### config.mk
export PLATFORM = sky130hd
export DESIGN_NAME = frame_rx_parser
export DESIGN_NICKNAME = d
export VERILOG_FILES = /design/src/rtl/frame_rx_parser.sv
export SDC_FILE = /design/constraint.sdc
export NUM_CORES = 1
export LEC_CHECK = 0
export CAP_MARGIN = 20
export CELL_PAD_IN_SITES_DETAIL_PLACEMENT = 0
export CELL_PAD_IN_SITES_GLOBAL_PLACEMENT = 1
export CORE_MARGIN = 3
export CORE_UTILIZATION = 40
export CTS_CLUSTER_DIAMETER = 120
export DETAILED_ROUTE_END_ITERATION = 7
export PLACE_DENSITY = 0.78
export SLEW_MARGIN = 20
export SYNTH_ARGS = -nofsm -noshare
export SYNTH_HDL_FRONTEND = slang
export SYNTH_SLANG_ARGS = --single-unit
### constraint.sdc
create_clock -name clk -period 7.05 [get_ports clk]
set_input_delay 1.41 -clock clk [delete_from_list [all_inputs] [get_ports clk]]
set_output_delay 1.41 -clock clk [all_outputs]
set_load 0.05 [all_outputs]
### src/rtl/frame_rx_parser.sv
// frame_rx_parser: hub-port receiver that filters frames by destination MAC and buffers payload in a commit/rollback FIFO.
// Define FRAME_RX_PARSER_STATS_EN to build the receive statistics counters; otherwise they read as constant 0.
module frame_rx_parser #(
  parameter logic [47:0] STATION_MAC = 48'h001122334455,
  parameter int MAX_PAYLOAD = 16,
  parameter int FIFO_DEPTH = 16,
  parameter int CNT_W = 16
) (
  input  logic             clk,
  input  logic             reset,
  input  logic [7:0]       rx_data,
  input  logic             rx_valid,
  input  logic             promisc,
  output logic             frame_valid,
  output logic [47:0]      frame_dest_mac,
  output logic [47:0]      frame_src_mac,
  output logic [7:0]       frame_len,
  output logic             frame_bcast,
  output logic [7:0]       pl_data,
  output logic             pl_valid,
  input  logic             pl_ready,
  output logic [CNT_W-1:0] rx_frames_ok,
  output logic [CNT_W-1:0] rx_frames_drop,
  output logic [CNT_W-1:0] rx_runt
);
  localparam int AW = $clog2(FIFO_DEPTH);
  typedef enum logic [2:0] {IDLE, DST, SRC, PAYLOAD, DISCARD} state_t;
  state_t state_q, state_d;
  logic [2:0] hcnt_q, hcnt_d;
  logic [47:0] dst_q, dst_d, src_q, src_d;
  logic acc_q, acc_d;
  logic [7:0] len_q, len_d;
  logic [AW:0] wr_q, wr_d, rd_q, cm_q;
  logic [7:0] mem [FIFO_DEPTH];
  logic full, we, commit, runt, drop, pop;
  // The extra pointer bit distinguishes full from empty; uncommitted bytes count as occupied.
  assign full = (wr_q - rd_q) == (AW+1)'(FIFO_DEPTH);
  assign pl_valid = rd_q != cm_q;
  assign pl_data = pl_valid ? mem[rd_q[AW-1:0]] : 8'h00;
  assign pop = pl_valid & pl_ready;
  always_comb begin
    state_d = state_q;
    hcnt_d = hcnt_q;
    dst_d = dst_q;
    src_d = src_q;
    acc_d = acc_q;
    len_d = len_q;
    wr_d = wr_q;
    we = 1'b0;
    commit = 1'b0;
    runt = 1'b0;
    drop = 1'b0;
    unique case (state_q)
      IDLE: if (rx_valid) begin
        dst_d = {dst_q[39:0], rx_data};
        hcnt_d = 3'd1;
        state_d = DST;
      end
      DST: if (!rx_valid) begin
        runt = 1'b1;
        state_d = IDLE;
      end else begin
        dst_d = {dst_q[39:0], rx_data};
        hcnt_d = (hcnt_q == 3'd5) ? 3'd0 : hcnt_q + 3'd1;
        acc_d = (hcnt_q == 3'd5) ? (dst_d == STATION_MAC) | (&dst_d) | promisc : acc_q;
        state_d = (hcnt_q == 3'd5) ? SRC : DST;
      end
      SRC: if (!rx_valid) begin
        runt = 1'b1;
        state_d = IDLE;
      end else begin
        src_d = {src_q[39:0], rx_data};
        hcnt_d = (hcnt_q == 3'd5) ? 3'd0 : hcnt_q + 3'd1;
        len_d = 8'd0;
        state_d = (hcnt_q == 3'd5) ? PAYLOAD : SRC;
      end
      PAYLOAD: if (!rx_valid) begin
        runt = len_q == 8'd0;
        commit = len_q != 8'd0;
        state_d = IDLE;
      end else if (!acc_q) begin
        state_d = DISCARD;
      end else if (len_q == MAX_PAYLOAD[7:0] || full) begin
        wr_d = cm_q;
        state_d = DISCARD;
      end else begin
        we = 1'b1;
        wr_d = wr_q + 1'b1;
        len_d = len_q + 8'd1;
      end
      DISCARD: if (!rx_valid) begin
        drop = 1'b1;
        state_d = IDLE;
      end
      default: state_d = IDLE;
    endcase
  end
  always_ff @(posedge clk) begin
    if (reset) begin
      state_q <= IDLE;
      hcnt_q <= '0;
      dst_q <= '0;
      src_q <= '0;
      acc_q <= 1'b0;
      len_q <= '0;
      wr_q <= '0;
      rd_q <= '0;
      cm_q <= '0;
      frame_valid <= 1'b0;
      frame_dest_mac <= '0;
      frame_src_mac <= '0;
      frame_len <= '0;
      frame_bcast <= 1'b0;
    end else begin
      state_q <= state_d;
      hcnt_q <= hcnt_d;
      dst_q <= dst_d;
      src_q <= src_d;
      acc_q <= acc_d;
      len_q <= len_d;
      wr_q <= wr_d;
      rd_q <= rd_q + (AW+1)'(pop);
      frame_valid <= commit;
      if (commit) begin
        cm_q <= wr_q;
        frame_dest_mac <= dst_q;
        frame_src_mac <= src_q;
        frame_len <= len_q;
        frame_bcast <= &dst_q;
      end
    end
  end
  always_ff @(posedge clk) begin
    if (we) mem[wr_q[AW-1:0]] <= rx_data;
  end
`ifdef FRAME_RX_PARSER_STATS_EN
  always_ff @(posedge clk) begin
    if (reset) begin
      rx_frames_ok <= '0;
      rx_frames_drop <= '0;
      rx_runt <= '0;
    end else begin
      if (commit && !(&rx_frames_ok)) rx_frames_ok <= rx_frames_ok + 1'b1;
      if (drop && !(&rx_frames_drop)) rx_frames_drop <= rx_frames_drop + 1'b1;
      if (runt && !(&rx_runt)) rx_runt <= rx_runt + 1'b1;
    end
  end
`else
  assign rx_frames_ok = '0;
  assign rx_frames_drop = '0;
  assign rx_runt = '0;
`endif
endmodule
=== After elaboration in Yosys (flattened, before gate mapping) ===
Memory sizes are Yosys's and may differ from the RTL's. A register that Yosys moved wholly into a read port is not among the register bits.
Cells that the tools add are included.
W data, S select, Z words.

* Bits in registers: 232
* RAM bits: 128
* Input bits: 13
* Output and inout bits: 163
* Memories: 1

{| class="wikitable"
|+ Memories
! name !! depth !! width !! read ports !! clocked after Yosys merged registers in !! write ports !! RTL line !! RTL
|-
| mem || 16 || 8 || 1 || 1 || 1 || 34 || <nowiki>logic [7:0] mem [FIFO_DEPTH];</nowiki>
|}

* $add $sub $neg: 5
* Equality and inequality tests: 17
* Mux-type cells: 29
* Bitwise gates (word level): 3
* Reductions and logical operators: 16

{| class="wikitable"
|+ Operators by type and width
! operator !! count
|-
| $reduce_and A48 Y1 || 2
|-
| $eq A48 B37 Y1 const B || 1
|-
| $mux W8 || 5
|-
| $mux W3 || 7
|-
| $pmux W8 S2 || 1
|-
| $pmux W3 S5 || 1
|-
| $ne A2 B2 Y1 const B || 6
|-
| $reduce_and A3 Y1 || 4
|-
| $mux W1 || 9
|-
| $add A8 B1 Y8 const B || 1
|-
| $eq A8 B5 Y1 const B || 1
|-
| $reduce_bool A8 Y1 || 1
|-
| $eq A3 B2 Y1 const B || 2
|-
| $eq A3 B3 Y1 const B || 2
|-
| $mux W2 || 3
|-
| $pmux W3 S2 || 1
|-
| $add A5 B1 Y5 || 1
|-
| $add A5 B1 Y5 const B || 1
|-
| $eq A5 B5 Y1 const B || 1
|-
| $mux W5 || 1
|-
| $ne A5 B5 Y1 || 1
|-
| $reduce_and A5 Y1 || 1
|-
| $sub A5 B5 Y5 || 1
|-
| $mux W4 || 1
|-
| 11 further kinds || 15
|}

=== Logic depth before layout (Yosys ltp) ===
* Word-level depth: 9
* Mapped depth: 11
* Depth with buffers taken out: 9

=== Worst setup path after synthesis ===
No wires, ideal clock.

* Kind: register to output
* Start: register rd_q[1]
* End: output pl_data[4]
* Arrival time: 2.102 ns
* Path slack: 3.538 ns
* Cell stages (with the launch flop): 6
* Buffers on the path: 2
* Cell sequence: dfxtp_1 -> clkbuf_1 -> clkbuf_1 -> mux4_2 -> mux4_2 -> nor2b_1

* Cells in the longest elaborated chain, start to end: 2

{| class="wikitable"
|+ Ends and longest elaborated chain
! item !! RTL line !! RTL
|-
| start, declared || 33 || <nowiki>logic [AW:0] wr_q, wr_d, rd_q, cm_q;</nowiki>
|-
| start signal, assigned || 122 || <nowiki>rd_q <= rd_q + (AW+1)'(pop);</nowiki>
|-
| $ne A5 B5 Y1 || 38 || <nowiki>assign pl_valid = rd_q != cm_q;</nowiki>
|-
| $mux W8 || 39 || <nowiki>assign pl_data = pl_valid ? mem[rd_q[AW-1:0]] : 8'h00;</nowiki>
|-
| end, declared || 19 || <nowiki>output logic [7:0] pl_data,</nowiki>
|}

No other way between the ends.

=== Worst setup path in the final report ===
* Start: register rd_q[0]
* End: output pl_data[4]

The elaborated chain is that of the path after synthesis.

==> impl_results.md <==
* Placed Instances at 1894
* Share of layout cells above drive strength 1 at under 10%
* Hold path start: frame_src_mac[40]
* Synth cell types at 49
* Die Y at 193.8 um
* Yosys warnings at 0
* Worst Hold Path Cells at 2
* Seq/Total Area, Yosys at about three fifths
* First-pass GRT wire length at ~56 mm
* Worst path arrival time at between 3000 and 4000 ps
* Crit path to: pl_data[4]
* Initial drt markers at between 900 and 1000
* Maximum VDD drop at ~0.15 mV
* Setup Skew at 13.33 ps
* Crit end category: primary output
* Cells after Synth at 1381
* Post-CTS Resized at 0
* Core area at 0.03463 mm2
* Setup TNS at 0 ps
* Clk Latency, worst-skew pair at between 500 and 600 ps
* Worst-Margin Slew at 1037 ps
* Cell Area, Synth at between 0.01 and 0.015 mm2
* Fin. max-slew vios at 0
* Final worst-path setup slack at around 2200 ps
* GPL Wtd Cong at 0.9076
* Origin of the critical flop-to-flop path: rd_q[2]
* Unrepaired setup endpoints after global routing: no
* Fin crit share at 69.32%
* Synth top area share at approximately 33%
* Synth area leader: dfxtp_1
* Synthesis-stage register bit count at 360
* Post-synth EDFFs at between 100 and 150
* Initial antenna violation count at 0
* FMAX at around 200 MHz
* CTS tree: done
* DR vias at 10160
* Deepest clock path buffer count at 3
* Clk slew on worst S/H paths at 60 ps
* Post-CTS setup buffers at 0
* Final Power at between 4 and 5 mW
* Vias/cell at between 5 and 6
* Worst R2R Setup Slack at 3960 ps
* Ranking of synthesized cells by area: dfxtp_1, edfxtp_1, nand2_1, a21oi_1, mux4_2
* Gr ovfl total at 0
* Async S/R FF share, synth at 0%
* RR Endpoint: mem[1][4]
* Max FO, Critical Path at 25
* Routed Wire Length at between 30 and 40 mm
* Crit path from: rd_q[0]
* Path depth of the worst reg2reg path at 6
* Num CTS Buffers at 39
* Dpl hpwl at 23.24 mm
* Nets at approximately 1500
* Drt pass-1 iters at 5
* Area delta synth->final at 19.36%
* Total track usage at between 10% and 20%
* Commonest non-fill, non-tap cell in the layout: nand2_1
* Most frequent cells in the layout: nand2_1, dfxtp_1, a21oi_1, edfxtp_1, clkdlybuf4s50_1
* Tightest Hold Check Type: reg -> reg
* Final Hold Fails at 0
* Drt drc at 0
* Power density over the cells at approximately 250 mW/mm2
* Die width at a little under 200 um
* Status: completed
* Die Area at between 0.03 and 0.04 mm2
* Antenna Nets Post-Route at 0
* Cts hold-fix bufs at 0
* Crit path time final at approximately 4900 ps
* Leak pwr at between 5 and 6 nW
* Starting density of the core at between 40 and 50%
* Mean post-synth cell area at a little over 10 um2
* CP Class: reg -> out
* Final hold slack at ~450 ps
* Worst Path Required at around 5600 ps
* Non-filler cells, final at approximately 2000
* H-tree levels at 2
* # setup viols final at 0
* Main synth FF type: dfxtp_1
* Vias in the first global route at around 9500
* Pin count of the biggest net entering global routing at 97
* WL/cell at between 15 and 20 um
* Slew HR at 30.88%
* Clock sink count at 360
* Worst slack at placement at 2646 ps
* Site Rows at 68
* Io pins at between 150 and 200
* # Max-Cap Violations at 0
* IO Port Bufs at approximately 130
* Clock root buffer master: clkbuf_16
* CP Launch Type: register
==> report_power, final <==
group / switching (mW) / internal (mW) / leakage (nW)
registers: 0.0103 / 2.15 / 3.02
logic: 0.121 / 0.0218 / 1.84
clock network: 0.801 / 1.17 / 0.617
total: 0.932 / 3.35 / 5.47
==> through the flow <==
stage	cell area [um2]	util, %
4_1_cts	16830	48.59
5_1_grt	16840	48.64
6_report	16840	48.64
3_5_place_dp	15570	44.96
3_3_place_gp	15570	44.96
2_1_floorplan	14290	-
==> worst max-delay path, stage by stage, from the launching register on <==
cell	delay (ps)
dfxtp_2	570
buf_4	490
mux4_2	590
mux4_2	470
nor2b_1	140
clkdlybuf4s50_1	690
==> flip-flops by register name (all words and copies together) (netlist names), 8 cells and up <==
name,cells
mem,128
dst_q,48
frame_dest_mac,48
frame_src_mac,48
src_q,48
frame_len,8
len_q,8
==> cell type report <==
| type | count | area (um2) |
|---|---|---|
| diodes | 1 | 2.502 |
| clock buffers | 54 | 1146 |
| clock inverters | 17 | 111.4 |
| fillers | 3183 | 17780 |
| inverters | 11 | 41.29 |
| multi-input cells | 922 | 5055 |
| flip-flops and latches | 360 | 8489 |
| well taps | 455 | 569.3 |
| repair buffers | 147 | 1430 |
==> synth_stat cells, types with 2 or more instances <==
cell      number
nand2_1      428
dfxtp_1      232
a21oi_1      215
edfxtp_1     128
clkbuf_1      59
buf_4         58
mux4_2        40
nor2_1        25
and3_1        20
nand4_1       17
nor2b_1       16
nand3_1       13
ha_1          12
nor4_1        12
buf_2         11
inv_1         10
a31oi_1        7
nor3_1         6
o21ai_0        6
xnor2_1        6
buf_1          5
o21a_1         5
xor2_1         5
a211oi_1       3
and2_1         3
nand2b_1       3
nand3b_1       3
o211ai_1       3
o21ai_1        3
or3_1          3
a211o_1        2
a22oi_1        2
clkbuf_2       2
or2_2          2
or4_1          2
==> how the worst min path moves through the flow <==
stage | end | slack, ps
2_1_floorplan | frame_src_mac[40] | 430
3_3_place_gp | frame_src_mac[1] | 440
3_5_place_dp | frame_src_mac[44] | 440
4_1_cts | frame_src_mac[44] | 450
5_1_grt | src_q[43] | 470
6_report | frame_src_mac[40] | 450
==> layer usage <==
layer	up-vias	GRT usage (%)	part of all wire (%)
met5	-	0	0
met4	0	6.649	3.5
met3	77	4.379	6.7
met2	343	28.29	46
met1	4869	26.49	44
li1	4872	-	-
==> cells by family (layout without fill, tap and decap cells) <==
kind of cell    count (synthesis)  in the layout  synth area share [%]
flops                         360            360                 60.15
buf+inv                       146            229                 5.541
other cells                     1             49               0.02657
fa+ha+maj                      12             12                 1.064
mux                            41             41                 6.454
xor+xnor                       11             11                0.6827
simple gates                  560            560                 16.77
compound gates                250            250                 9.318
Note: power is estimated with default switching activity, not from simulation.
